<file path="src/rtl/uart_pkg.sv">
// Shared UART definitions: transmit FSM states, frame data width and default baud divisor.
package uart_pkg;

    typedef enum logic [1:0] {
        IDLE  = 2'd0,
        START = 2'd1,
        DATA  = 2'd2,
        STOP  = 2'd3
    } uart_tx_state_t;

    localparam int UART_DATA_BITS            = 8;
    localparam int UART_DEFAULT_CLKS_PER_BIT = 868;

endpackage

</file>
<file path="src/rtl/uart_tx_if.sv">
// Byte-wide valid/ready handshake feeding the UART transmitter.
interface uart_tx_if;
    import uart_pkg::*;

    logic [UART_DATA_BITS-1:0] tx_data;
    logic                      tx_valid;
    logic                      tx_ready;

    modport master (output tx_data, output tx_valid, input tx_ready);
    modport slave  (input tx_data, input tx_valid, output tx_ready);

endinterface

</file>
<file path="src/rtl/sync_fifo.sv">
// Single-clock FIFO with registered full/empty flags; an extra pointer bit separates full from empty.
module sync_fifo #(
    parameter int WIDTH = 8,
    parameter int DEPTH = 4
) (
    input  logic             clk,
    input  logic             rst_n,
    input  logic             push,
    input  logic             pop,
    input  logic [WIDTH-1:0] wdata,
    output logic [WIDTH-1:0] rdata,
    output logic             full,
    output logic             empty
);

    localparam int           AW      = $clog2(DEPTH);
    localparam logic [AW:0]  PTR_ONE = (AW+1)'(1);
    localparam logic [AW:0]  DEPTH_P = (AW+1)'(DEPTH);

    logic [WIDTH-1:0] mem_r [DEPTH];
    logic [AW:0]      wr_ptr_r;
    logic [AW:0]      rd_ptr_r;
    logic [AW:0]      wr_nxt_s;
    logic [AW:0]      rd_nxt_s;
    logic             full_r;
    logic             empty_r;
    logic             do_push_s;
    logic             do_pop_s;

    assign do_push_s = push && !full_r;
    assign do_pop_s  = pop && !empty_r;

    // Next pointer values; flags are derived from these so they are valid the cycle after the edge
    always_comb begin
        wr_nxt_s = wr_ptr_r;
        rd_nxt_s = rd_ptr_r;
        if (do_push_s) begin
            wr_nxt_s = wr_ptr_r + PTR_ONE;
        end else begin
            wr_nxt_s = wr_ptr_r;
        end
        if (do_pop_s) begin
            rd_nxt_s = rd_ptr_r + PTR_ONE;
        end else begin
            rd_nxt_s = rd_ptr_r;
        end
    end

    // Pointer and flag registers
    always_ff @(posedge clk or negedge rst_n) begin
        if (!rst_n) begin
            wr_ptr_r <= '0;
            rd_ptr_r <= '0;
            full_r   <= 1'b0;
            empty_r  <= 1'b1;
        end else begin
            wr_ptr_r <= wr_nxt_s;
            rd_ptr_r <= rd_nxt_s;
            full_r   <= ((wr_nxt_s - rd_nxt_s) == DEPTH_P);
            empty_r  <= (wr_nxt_s == rd_nxt_s);
        end
    end

    // Storage array
    always_ff @(posedge clk) begin
        if (do_push_s) begin
            mem_r[wr_ptr_r[AW-1:0]] <= wdata;
        end
    end

    assign rdata = mem_r[rd_ptr_r[AW-1:0]];
    assign full  = full_r;
    assign empty = empty_r;

endmodule

</file>
<file path="src/rtl/uart_tx.sv">
// 8N1 UART transmitter: handshake into a small FIFO, then start/data/stop framing at a fixed baud divisor.
module uart_tx
    import uart_pkg::*;
#(
    parameter int CLKS_PER_BIT = UART_DEFAULT_CLKS_PER_BIT,
    parameter int FIFO_DEPTH   = 4
) (
    input  logic      clk,
    input  logic      rst_n,
    uart_tx_if.slave  bus,
    output logic      tx,
    output logic      busy
);

    localparam int                CNT_W     = $clog2(CLKS_PER_BIT);
    localparam logic [CNT_W-1:0]  BAUD_LAST = CNT_W'(CLKS_PER_BIT - 1);
    localparam logic [CNT_W-1:0]  BAUD_ONE  = CNT_W'(1);
    localparam logic [2:0]        BIT_LAST  = 3'(UART_DATA_BITS - 1);

    uart_tx_state_t              state_r;
    uart_tx_state_t              state_nxt_s;
    logic [CNT_W-1:0]            baud_cnt_r;
    logic [CNT_W-1:0]            baud_nxt_s;
    logic [2:0]                  bit_idx_r;
    logic [2:0]                  bit_nxt_s;
    logic [UART_DATA_BITS-1:0]   shift_r;
    logic [UART_DATA_BITS-1:0]   shift_nxt_s;
    logic                        tx_r;
    logic                        tx_nxt_s;
    logic                        baud_done_s;
    logic                        pop_s;
    logic                        push_s;
    logic                        fifo_full_s;
    logic                        fifo_empty_s;
    logic [UART_DATA_BITS-1:0]   fifo_rdata_s;

    assign baud_done_s  = (baud_cnt_r == BAUD_LAST);
    assign push_s       = bus.tx_valid && !fifo_full_s;
    assign bus.tx_ready = !fifo_full_s;

    sync_fifo #(
        .WIDTH (UART_DATA_BITS),
        .DEPTH (FIFO_DEPTH)
    ) u_fifo (
        .clk   (clk),
        .rst_n (rst_n),
        .push  (push_s),
        .pop   (pop_s),
        .wdata (bus.tx_data),
        .rdata (fifo_rdata_s),
        .full  (fifo_full_s),
        .empty (fifo_empty_s)
    );

    // State register
    always_ff @(posedge clk or negedge rst_n) begin
        if (!rst_n) begin
            state_r <= IDLE;
        end else begin
            state_r <= state_nxt_s;
        end
    end

    // Next-state decode; STOP chains straight into START when another byte is waiting
    always_comb begin
        state_nxt_s = state_r;
        case (state_r)
            IDLE: begin
                if (!fifo_empty_s) state_nxt_s = START;
                else               state_nxt_s = IDLE;
            end
            START: begin
                if (baud_done_s) state_nxt_s = DATA;
                else             state_nxt_s = START;
            end
            DATA: begin
                if (baud_done_s && (bit_idx_r == BIT_LAST)) state_nxt_s = STOP;
                else                                         state_nxt_s = DATA;
            end
            STOP: begin
                if (baud_done_s) begin
                    if (!fifo_empty_s) state_nxt_s = START;
                    else               state_nxt_s = IDLE;
                end else begin
                    state_nxt_s = STOP;
                end
            end
            default: state_nxt_s = IDLE;
        endcase
    end

    // Datapath next values; tx is computed from the next state so the line flop changes with the FSM
    always_comb begin
        pop_s       = 1'b0;
        baud_nxt_s  = '0;
        bit_nxt_s   = bit_idx_r;
        shift_nxt_s = shift_r;
        tx_nxt_s    = 1'b1;
        if (state_r != IDLE) begin
            baud_nxt_s = baud_done_s ? '0 : (baud_cnt_r + BAUD_ONE);
        end else begin
            baud_nxt_s = '0;
        end
        if ((state_r == DATA) && baud_done_s) begin
            shift_nxt_s = {1'b0, shift_r[UART_DATA_BITS-1:1]};
            bit_nxt_s   = bit_idx_r + 3'd1;
        end else begin
            shift_nxt_s = shift_r;
            bit_nxt_s   = bit_idx_r;
        end
        if ((state_nxt_s == START) && (state_r != START)) begin
            pop_s       = 1'b1;
            baud_nxt_s  = '0;
            bit_nxt_s   = 3'd0;
            shift_nxt_s = fifo_rdata_s;
        end else begin
            pop_s       = 1'b0;
        end
        case (state_nxt_s)
            START:   tx_nxt_s = 1'b0;
            DATA:    tx_nxt_s = shift_nxt_s[0];
            default: tx_nxt_s = 1'b1;
        endcase
    end

    // Baud counter, bit index, shift register and line flop
    always_ff @(posedge clk or negedge rst_n) begin
        if (!rst_n) begin
            baud_cnt_r <= '0;
            bit_idx_r  <= 3'd0;
            shift_r    <= '0;
            tx_r       <= 1'b1;
        end else begin
            baud_cnt_r <= baud_nxt_s;
            bit_idx_r  <= bit_nxt_s;
            shift_r    <= shift_nxt_s;
            tx_r       <= tx_nxt_s;
        end
    end

    assign tx   = tx_r;
    assign busy = (state_r != IDLE) || !fifo_empty_s;

endmodule

</file>
<file path="src/flat_wrapper.sv">
// flat-port wrapper written by rule: the top's interface ports become plain ports
module uart_tx_flat import uart_pkg::*;
#(
    parameter int CLKS_PER_BIT = UART_DEFAULT_CLKS_PER_BIT,
    parameter int FIFO_DEPTH   = 4
)
  (clk, rst_n, tx, busy, bus_tx_data, bus_tx_valid, bus_tx_ready);
  uart_tx_if bus_i ();
  input  logic clk;
  input  logic rst_n;
  output logic tx;
  output logic busy;
  input wire logic [$bits(bus_i.tx_data)-1:0] bus_tx_data;
  input wire logic [$bits(bus_i.tx_valid)-1:0] bus_tx_valid;
  output wire logic [$bits(bus_i.tx_ready)-1:0] bus_tx_ready;
  assign bus_i.tx_data = bus_tx_data;
  assign bus_i.tx_valid = bus_tx_valid;
  assign bus_tx_ready = bus_i.tx_ready;
  uart_tx #(.CLKS_PER_BIT(CLKS_PER_BIT), .FIFO_DEPTH(FIFO_DEPTH)) u_core (.clk(clk), .rst_n(rst_n), .bus(bus_i), .tx(tx), .busy(busy));
endmodule
</file>
<file path="config.mk">
export PLATFORM = sky130hd
export DESIGN_NAME = uart_tx_flat
export DESIGN_NICKNAME = d
export VERILOG_FILES = /design/src/rtl/uart_pkg.sv /design/src/rtl/uart_tx_if.sv /design/src/rtl/sync_fifo.sv /design/src/rtl/uart_tx.sv /design/src/flat_wrapper.sv
export SDC_FILE = /design/constraint.sdc
export NUM_CORES = 1
export LEC_CHECK = 0
export CAP_MARGIN = 20
export CORE_MARGIN = 3
export CORE_UTILIZATION = 40
export DETAILED_ROUTE_END_ITERATION = 10
export GPL_TIMING_DRIVEN = 1
export PLACE_DENSITY = 0.54
export REMOVE_ABC_BUFFERS = 1
export SYNTH_ARGS = -nofsm -noshare
export SYNTH_HDL_FRONTEND = slang
export SYNTH_SLANG_ARGS = --single-unit
</file>
<file path="constraint.sdc">
create_clock -name clk -period 4.85 [get_ports clk]
set_input_delay 1.455 -clock clk [delete_from_list [all_inputs] [get_ports clk]]
set_output_delay 1.455 -clock clk [all_outputs]
set_load 0.01 [all_outputs]
</file>
==> impl_metrics.tcl, run 1 <==
set metrics [dict create \
    wl_met1_um 2031 \
    h-tree-depth 3 \
    die_h_um 89.84 \
    hold_buffers 0 \
    hold_violations 0 \
    cp-start-kind "flip-flop" \
    critPathCaptureType "primary output" \
    worstPathArrival_ps 1590 \
    routed.top_layer "met4" \
    holdWs_ps 479.4 \
    yosys.area.top_type "edfxtp_1" \
    p_per_area_nw_per_um2 414.9 \
    min_period_ps 3048 \
    syn_to_final_growth_pct 15.84 \
    cts_buffers 9 \
    routed_wl_um 4543 \
    cts_setup_buffers 0 \
    antenna_found_initial 0 \
    max_cap_viol_count 0 \
    wl_met2_um 2300 \
    crit_required_ps 3390 \
    hold_path_startpoint "u_core.shift_r[4]$_DFFE_PN0P_" \
    finalSetupViolCount 0 \
    netlist_area_um2 2811 \
    cts_tree "built" \
    status "completed" \
    n_antenna_cell 0 \
    ys_warn_count 0 \
    wl_met3_um 156 \
    worstPathMaxFanout 13 \
    slew_headroom_pct 38.10 \
    placementRows 29 \
    ios 14 \
    first_iter_violations 104 \
    syn_inst 197 \
    period_share_pct 62.86 \
    layout_common_cells "edfxtp_1 (32), dfrtp_1 (30), nor2_1 (17), clkdlybuf4s50_1 (13)" \
    cts_resized 0 \
    grt_pass1_wl_um 7893 \
    maxSlewViolCount 0 \
    hold_path.class "flip-flop to flip-flop" \
    io_buffer_count 13 \
    cts-root-buf "clkbuf_8" \
    routabilityCongestion 0.7779 \
    vias 1536 \
    ys_seq_area_share_pct 62.75 \
    tightest_slew_ps 924.4 \
    fmax_mhz 328.0 \
    synth_area_per_cell_um2 14.27 \
    fin_tns_setup_ps 0 \
    routedWlPerCell_um 14.47 \
    grt_pass1_vias 1603 \
    synthTopCellsByArea "edfxtp_1 (34%), dfrtp_1 (27%), mux4_2 (6.4%)" \
    ir_drop_uv 297.3 \
    synth_top_area_share_pct 34.18 \
    p_leak_nw 1.310 \
    drive_above_1_share_pct 13.57 \
    setup.worst_path.class "flip-flop to primary output" \
    synth.distinct_cells 37 \
    startpoint "u_core.state_r[0]$_DFF_PN0_" \
    clk_pin_slew_worst_paths_ps 70 \
    placed_cell_area_um2 3039 \
    grt_max_degree 33 \
    insertion_delay_ps 330 \
    rr_startpoint "u_core.baud_cnt_r[0]$_DFF_PN0_" \
    dpl.hpwl_um 3120 \
    grt_use_total_pct 12.67 \
    initial_core_util_pct 42.81 \
    dr.pass1.iters 4 \
    final_common_cell "edfxtp_1" \
    rsz0062_at_grt "false" \
    ant_nets 0 \
    viasPerCell 4.892 \
    drc 0 \
    cts_sinks 64 \
    die_area_um2 8070 \
    ys_ff_latch 64 \
    clk_path_buf_depth 2 \
    die_w_um 89.84 \
    grt-ovfl-total 0 \
    layout.nets 237 \
    finClkSkew_ps 7.375 \
    instances_no_fill 314 \
    final_area_um2 3257 \
    core_um2 6568 \
    dpl.cell_count 298 \
]
## metrics by stage
stage / total power, mW / util (%) / setup WS (ps)
2_1_floorplan: 0.8029 / - / 2027
4_1_cts: 1.374 / 49.59 / 1784
3_5_place_dp: 0.8667 / 46.28 / 1596
3_3_place_gp: 0.8590 / 46.28 / 1672
5_1_grt: 1.421 / 49.59 / 1683
6_report: 1.351 / 49.59 / 1802
## cell type report
type | count | area, um2
clock inverter | 7 | 93.84
multi-input combinational | 115 | 972.2
clock buffer | 9 | 123.9
inverter | 11 | 41.29
sequential | 64 | 1764
fill | 581 | 3311
timing repair buffer | 15 | 145.1
tap | 93 | 116.4
## synthesized netlist by cell type
cell	n
a21oi_1	1
nor4_1	1
o21ai_1	1
a311oi_1	1
nand2_1	9
o31ai_1	1
nand2b_1	1
a21o_1	5
clkbuf_1	4
buf_6	1
xnor3_1	1
dfstp_2	2
edfxtp_1	32
and3_1	3
nand2_2	1
or4b_4	1
dfrtp_1	30
xor2_1	5
mux4_2	8
nor3b_2	1
inv_1	11
nand3b_1	3
xnor2_1	11
a22o_1	5
a221o_1	1
or3_1	2
nor2_1	17
nor3_1	5
buf_1	2
nor2b_1	2
a31oi_1	1
nand3_1	4
and2_1	3
mux2i_1	6
ha_1	10
o21ai_0	4
o41ai_4	1
## power by group
group	leakage [nW]	switching (mW)	internal, mW
registers	0.687	0.0261	0.646
logic	0.513	0.0939	0.0850
clock network	0.109	0.210	0.290
## registers in the layout (all words and copies together) (netlist names), 2 cells and up
register	count
u_core.baud_cnt_r	10
u_core.bit_idx_r	3
u_core.shift_r	8
u_core.state_r	2
u_core.u_fifo.mem_r	32
u_core.u_fifo.rd_ptr_r	3
u_core.u_fifo.wr_ptr_r	3
## final timing paths
kind,to,slack (ps),cells past startpoint
worst max-delay path,busy,1800,3
max in group asynchronous,u_core.tx$_DFF_PN1_,3000,2
worst max register to register,u_core.shift_r[2]$_DFFE_PN0P_,1870,6
worst min register to register,u_core.shift_r[4]$_DFFE_PN0P_,480,1
min in group asynchronous,u_core.baud_cnt_r[3]$_DFF_PN0_,1510,2
worst min-delay path,u_core.shift_r[4]$_DFFE_PN0P_,480,1
## layer usage
metal / track usage [%] / vias to the layer above
met5: 0 / -
li1: - / 746
met3: 4.758 / 6
met4: 5.747 / 0
met2: 20.24 / 25
met1: 15.32 / 759
## critical path: stages (launching register included)
cell and delay (ps):
dfrtp_1 590, nor2_1 70, nand2_1 70, clkdlybuf4s50_1 530
## logic make-up (layout without fill, tap and decap cells)
logic type | after synthesis | in the layout | share of synthesized area (%)
buffers and inverters | 18 | 42 | 2.670
AOI/OAI and AO/OA | 21 | 21 | 6.097
adders and majority gates | 10 | 10 | 4.450
DFF | 64 | 64 | 62.75
xor gates and xnor gates | 17 | 17 | 5.785
muxes | 14 | 14 | 8.545
and+or+nand+nor | 53 | 53 | 9.702
No activity file was read; power rests on OpenSTA's default activity.
==> run 2: changes to the inputs <==
- PLACE_DENSITY: 0.54 -> 0.56
- clock period: 4.85 -> 2.57 ns (I/O delays scaled with it)
==> run 2 against run 1 <==
Against the previous run: sequential power is 88% higher; via count is 6.4% higher; clock power is 87% higher; critical endpoint is now u_core.u_fifo.full$_DFF_PN0_; non-clock buffer count is 17 higher; sequential cell count stayed put; die area stayed put; register-to-register slack worse by 1800 ps; utilization is 2.3 points higher.
==> impl_metrics.tcl, run 2 (synthesized netlist as in run 1, its figures left out) <==
set metrics [dict create \
    h-tree-depth 3 \
    holdWs_ps 486.2 \
    p_per_area_nw_per_um2 763.8 \
    routedWlPerCell_um 14.99 \
    die_h_um 89.84 \
    final_area_um2 3408 \
    startpoint "u_core.baud_cnt_r[1]$_DFF_PN0_" \
    fin_tns_setup_ps 0 \
    slowest_delay_ps 490 \
    clk_pin_slew_worst_paths_ps 70 \
    crit_top_cell "ha_2" \
    dr.pass1.iters 4 \
    min_period_ps 2534 \
    finClkSkew_ps 6.228 \
    layout.nets 254 \
    path_cells "ha_2 > or4b_4 > o41ai_4 > buf_4 > mux2i_4 > ha_2 > nand2b_4 > xnor3_1 > and3_1" \
    tightest_slew_ps 759.0 \
    layout_common_cells "edfxtp_1 (32), dfrtp_1 (30), buf_4 (19), nor2_1 (17), clkdlybuf4s50_1 (13)" \
    cts_sinks 64 \
    clk_path_buf_depth 2 \
    seq_power_share_pct 48.6 \
    fin_util_pct 51.90 \
    p_leak_nw 1.395 \
    hold_path.class "flip-flop to flip-flop" \
    crit_required_ps 2800 \
    cts_tree "built" \
    ios 14 \
    n_antenna_cell 0 \
    cp-start-kind "flip-flop" \
    grt-ovfl-total 0 \
    crit_cells 9 \
    critPathCaptureType "flip-flop" \
    initial_core_util_pct 42.81 \
    syn_to_final_growth_pct 21.23 \
    slew_headroom_pct 49.06 \
    routabilityCongestion 0.7018 \
    dpl.hpwl_um 3480 \
    r2r_slack_ps 40 \
    placementRows 29 \
    grt_max_degree 33 \
    combPwrFrac_pct 15.4 \
    worstPathArrival_ps 2770 \
    finalSetupViolCount 0 \
    worstPathMaxFanout 4 \
    viasPerCell 4.952 \
    io_buffer_count 13 \
    antenna_found_initial 0 \
    swShare_pct 24.55 \
    period_share_pct 98.60 \
    r2r_end "u_core.u_fifo.full$_DFF_PN0_" \
    critPathBufInv 1 \
    die_area_um2 8070 \
    hold_buffers 0 \
    status "completed" \
    insertion_delay_ps 340 \
    first_iter_violations 63 \
    vias 1634 \
    fmax_mhz 394.6 \
    ir_drop_uv 406.1 \
    final_common_cell "edfxtp_1" \
    rr_startpoint "u_core.baud_cnt_r[1]$_DFF_PN0_" \
    grt_use_total_pct 13.58 \
    switchingPower_mw 0.6392 \
    p_clk_share_pct 36.0 \
    maxSlewViolCount 0 \
    drive_above_1_share_pct 21.94 \
    drc 0 \
    placed_cell_area_um2 3137 \
    die_w_um 89.84 \
    grt_pass1_wl_um 8404 \
    internal-power_mw 1.964 \
    crit_family "simple AND/OR/NAND/NOR gates" \
    cp-endpoint "u_core.u_fifo.full$_DFF_PN0_" \
    core_um2 6568 \
    grt_pass1_vias 1743 \
    setup.worst_path.class "flip-flop to flip-flop" \
    cts-root-buf "clkbuf_8" \
    cts_buffers 9 \
    max_cap_viol_count 0 \
    rsz0062_at_grt "true" \
    reg2regPathDepth 9 \
    largest_reg_flops 32 \
    ant_nets 0 \
    routed_wl_um 4947 \
    cp_slowest_cell "or4b_4" \
    hold_violations 0 \
]
run 2: repair_timing:
item,CTS,global route
setup buffers,0,4
pin swaps,1,3
resized for setup,0,5
setup endpoints to repair,1,1
run 2: how the worst min path moves through the flow:
stage | start | endpoint | cells past startpoint
5_1_grt | u_core.u_fifo.rd_ptr_r[2]$_DFF_PN0_ | u_core.u_fifo.rd_ptr_r[2]$_DFF_PN0_ | 1
3_5_place_dp | u_core.shift_r[2]$_DFFE_PN0P_ | u_core.shift_r[2]$_DFFE_PN0P_ | 1
6_report | u_core.shift_r[2]$_DFFE_PN0P_ | u_core.shift_r[2]$_DFFE_PN0P_ | 1
4_1_cts | u_core.shift_r[2]$_DFFE_PN0P_ | u_core.shift_r[2]$_DFFE_PN0P_ | 1
2_1_floorplan | u_core.shift_r[4]$_DFFE_PN0P_ | u_core.shift_r[4]$_DFFE_PN0P_ | 1
3_3_place_gp | u_core.shift_r[2]$_DFFE_PN0P_ | u_core.shift_r[2]$_DFFE_PN0P_ | 1
run 2: per-stage QoR:
step	cells	power, mW	setup slack (ps)
finish	330	2.603	35.96
global route	330	2.757	-85.55
CTS	326	2.632	71.67
detailed placement	311	1.676	-30.42
global placement	311	1.646	67.42
floorplan	190	1.515	-253.3
run 2: final cells by class:
class                      count  area, um2
timing repair buffer          32      272.8
sequential                    64       1764
fill                         547       3159
clock buffer                   9      123.9
multi-input combinational    115      997.2
inverter                      11      41.29
clock inverter                 6      92.59
tap                           93      116.4
run 2: power groups by stage:
stage / clock, mW / combinational (mW) / sequential [mW]
final: 0.938 / 0.401 / 1.26
after global routing: 1.03 / 0.449 / 1.27
after CTS: 0.976 / 0.389 / 1.27
after detailed placement: 0 / 0.389 / 1.29
after global placement: 0 / 0.369 / 1.28
after floorplan: 0 / 0.247 / 1.27
run 2: metal layers:
layer | vias up | track usage (%) | routed length, um
met4 | 0 | 4.598 | 78
li1 | 776 | - | -
met5 | - | 0 | 0
met1 | 820 | 14.91 | 2038
met2 | 30 | 23.37 | 2619
met3 | 8 | 6.177 | 211
==> run 3: changes to the inputs <==
- CAP_MARGIN: 20 -> 25
- SETUP_SLACK_MARGIN: default -> 0.05
==> results of run 3 <==
No change in the layout: final DEF, timing and power equal those of run 2.
==> edit (flow settings as in run 2) <==
The package constant `UART_DEFAULT_CLKS_PER_BIT` goes from 868 to 1736.
--- a/src/rtl/uart_pkg.sv
+++ b/src/rtl/uart_pkg.sv
@@ -9,7 +9,7 @@
     } uart_tx_state_t;
 
     localparam int UART_DATA_BITS            = 8;
-    localparam int UART_DEFAULT_CLKS_PER_BIT = 868;
+    localparam int UART_DEFAULT_CLKS_PER_BIT = 1736;
 
 endpackage
 
Function: no difference found for any inputs over 10 cycles, from zero or initial values and one cycle with rst_n low; that may be too few to reach the edited logic, so the function may still have changed.
==> edit against run 2 <==
Sequential cell count up 1. Synthesized area up 2.3%. Worst setup slack better by 100 ps. Power down 4.6%. Wire length up 2.5%. Design area down 2.4%. Non-clock buffer count down 14.
==> edit: results (changes against run 2) <==
Crit path DAT -> 1660 ps (-1110 ps)
Ranking of synthesized cells by area -> edfxtp_1 (33%), dfrtp_1 (27%), mux4_2 (6.3%)
Wire length per cell -> 15.7 um (+4.7%)
Outcome -> completed
Worst r2r dst -> u_core.u_fifo.full
Max FFs per register -> 32 (unchanged)
Port Buffers -> 13 (unchanged)
Root Driver -> clkbuf_8
Post-CTS sizing -> 0 (unchanged)
Worst Hold Class -> flip-flop to flip-flop
Most frequent cells after synthesis -> edfxtp_1 (32), dfrtp_1 (31), nor2_1 (17), xnor2_1 (11)
Setup crit end -> busy
P_leak -> 1.36 nW (-2.3%)
Final net count -> 243 (-4.3%)
Vias per cell -> 5.00 (+0.98%)
Hold Crit Start -> u_core.shift_r[5]
Vias in the first global route -> 1739 (-0.23%)
Hold_ws -> 486 ps (-0.598 ps)
Reg2reg start -> u_core.baud_cnt_r[0]
Initial DRT Pass Iterations -> 4 (unchanged)
Layout cell share with drive strength beyond 1 -> 16.3% (-5.6 points)
Number of flops mapped to enable cells by yosys -> 32 (unchanged)
Sequential power -> 1.28 mW
Worst IR drop on VDD -> 0.360 mV (-11%)
WL met3 -> 117 um (-45%)
Post-route minimum period -> 2430 ps (-102 ps)
Largest net degree at the start of global routing -> 34 (+3.0%)
Cell Area, Placed -> 3130 um2 (-0.20%)
Post-synthesis sequential area ratio -> 62.2% (-0.52 points)
DP Wirelength -> 3580 um (+2.8%)
Global-route wire length before repair -> 8510 um (+1.2%)
Hold path cells -> 1 (unchanged)
Yosys cell types -> 40 (+8.1%)
Met1 Wirelength -> 2180 um (+6.8%)
Tot GR Track Use -> 13.5% (-0.096 points)
DRT iter0 DRCs -> 72 (+14%)
Crit path max-delay family -> flip-flops
Warnings, synthesis -> 0 (unchanged)
Post-place setup slack -> 49.8 ps (+80.2 ps)
Antenna Cells -> 0 (unchanged)
Worst-Margin Slew -> 595 ps (-164 ps)
CP max FO -> 10 (+6)
H-tree levels -> 3 (unchanged)
Post-synth ARST share -> 50.8% (+0.77 points)
Total power -> 2.48 mW (-4.6%)
Critical-path top delay cell -> dfrtp_1
Gp weighted congestion -> 0.803 (+14%)
Worst hold endpoint -> u_core.shift_r[5]
Crit path launch -> u_core.state_r[1]
Switching power -> 635 uW (-0.68%)
Clk pwr share -> 33.6% (-2.4 points)
# fillers -> 604 (+10%)
Worst path max stage delay -> 510 ps (+20 ps)
Worst-skew pair later-pin latency -> 330 ps
Clock skew -> 6.68 ps (+0.453 ps)
Routed wl met2 -> 2670 um (+1.8%)
Hold_buf cts -> 0 (unchanged)
R2R cell count -> 8 (-1)
FF-to-FF setup slack -> 220 ps (+180 ps)
edit: final cells by class:
type,count,area [um2],share of cell area [%]
Clock inverter,7,71.3,2.14
Timing Repair Buffer,18,168,5.04
Multi-Input combinational cell,119,1020,30.7
Tap cell,96,120,3.61
Inverter,9,33.8,1.02
Sequential cell,65,1790,53.8
Clock buffer,9,124,3.72
edit: kinds of logic after synthesis:
group	synth area share [%]
AOI/OAI and AO/OA	6.70
xor gates and xnor gates	5.66
adders and majority gates	4.35
muxes	8.01
buffers and inverters	2.31
DFF	62.2
and+or+nand+nor	10.7
edit: metrics by stage:
step / std cells / utilization, %
6_report: 323 / 48.4
5_1_grt: 323 / 48.4
4_1_cts: 323 / 48.4
3_5_place_dp: 307 / 45.6
3_3_place_gp: 307 / 45.6
2_1_floorplan: 193 / -
edit: routing by layer:
metal,up-vias,global-route usage [%]
li1,766,-
met1,817,16.6
met2,21,22.1
met3,11,3.42
met4,0,6.78
met5,-,0
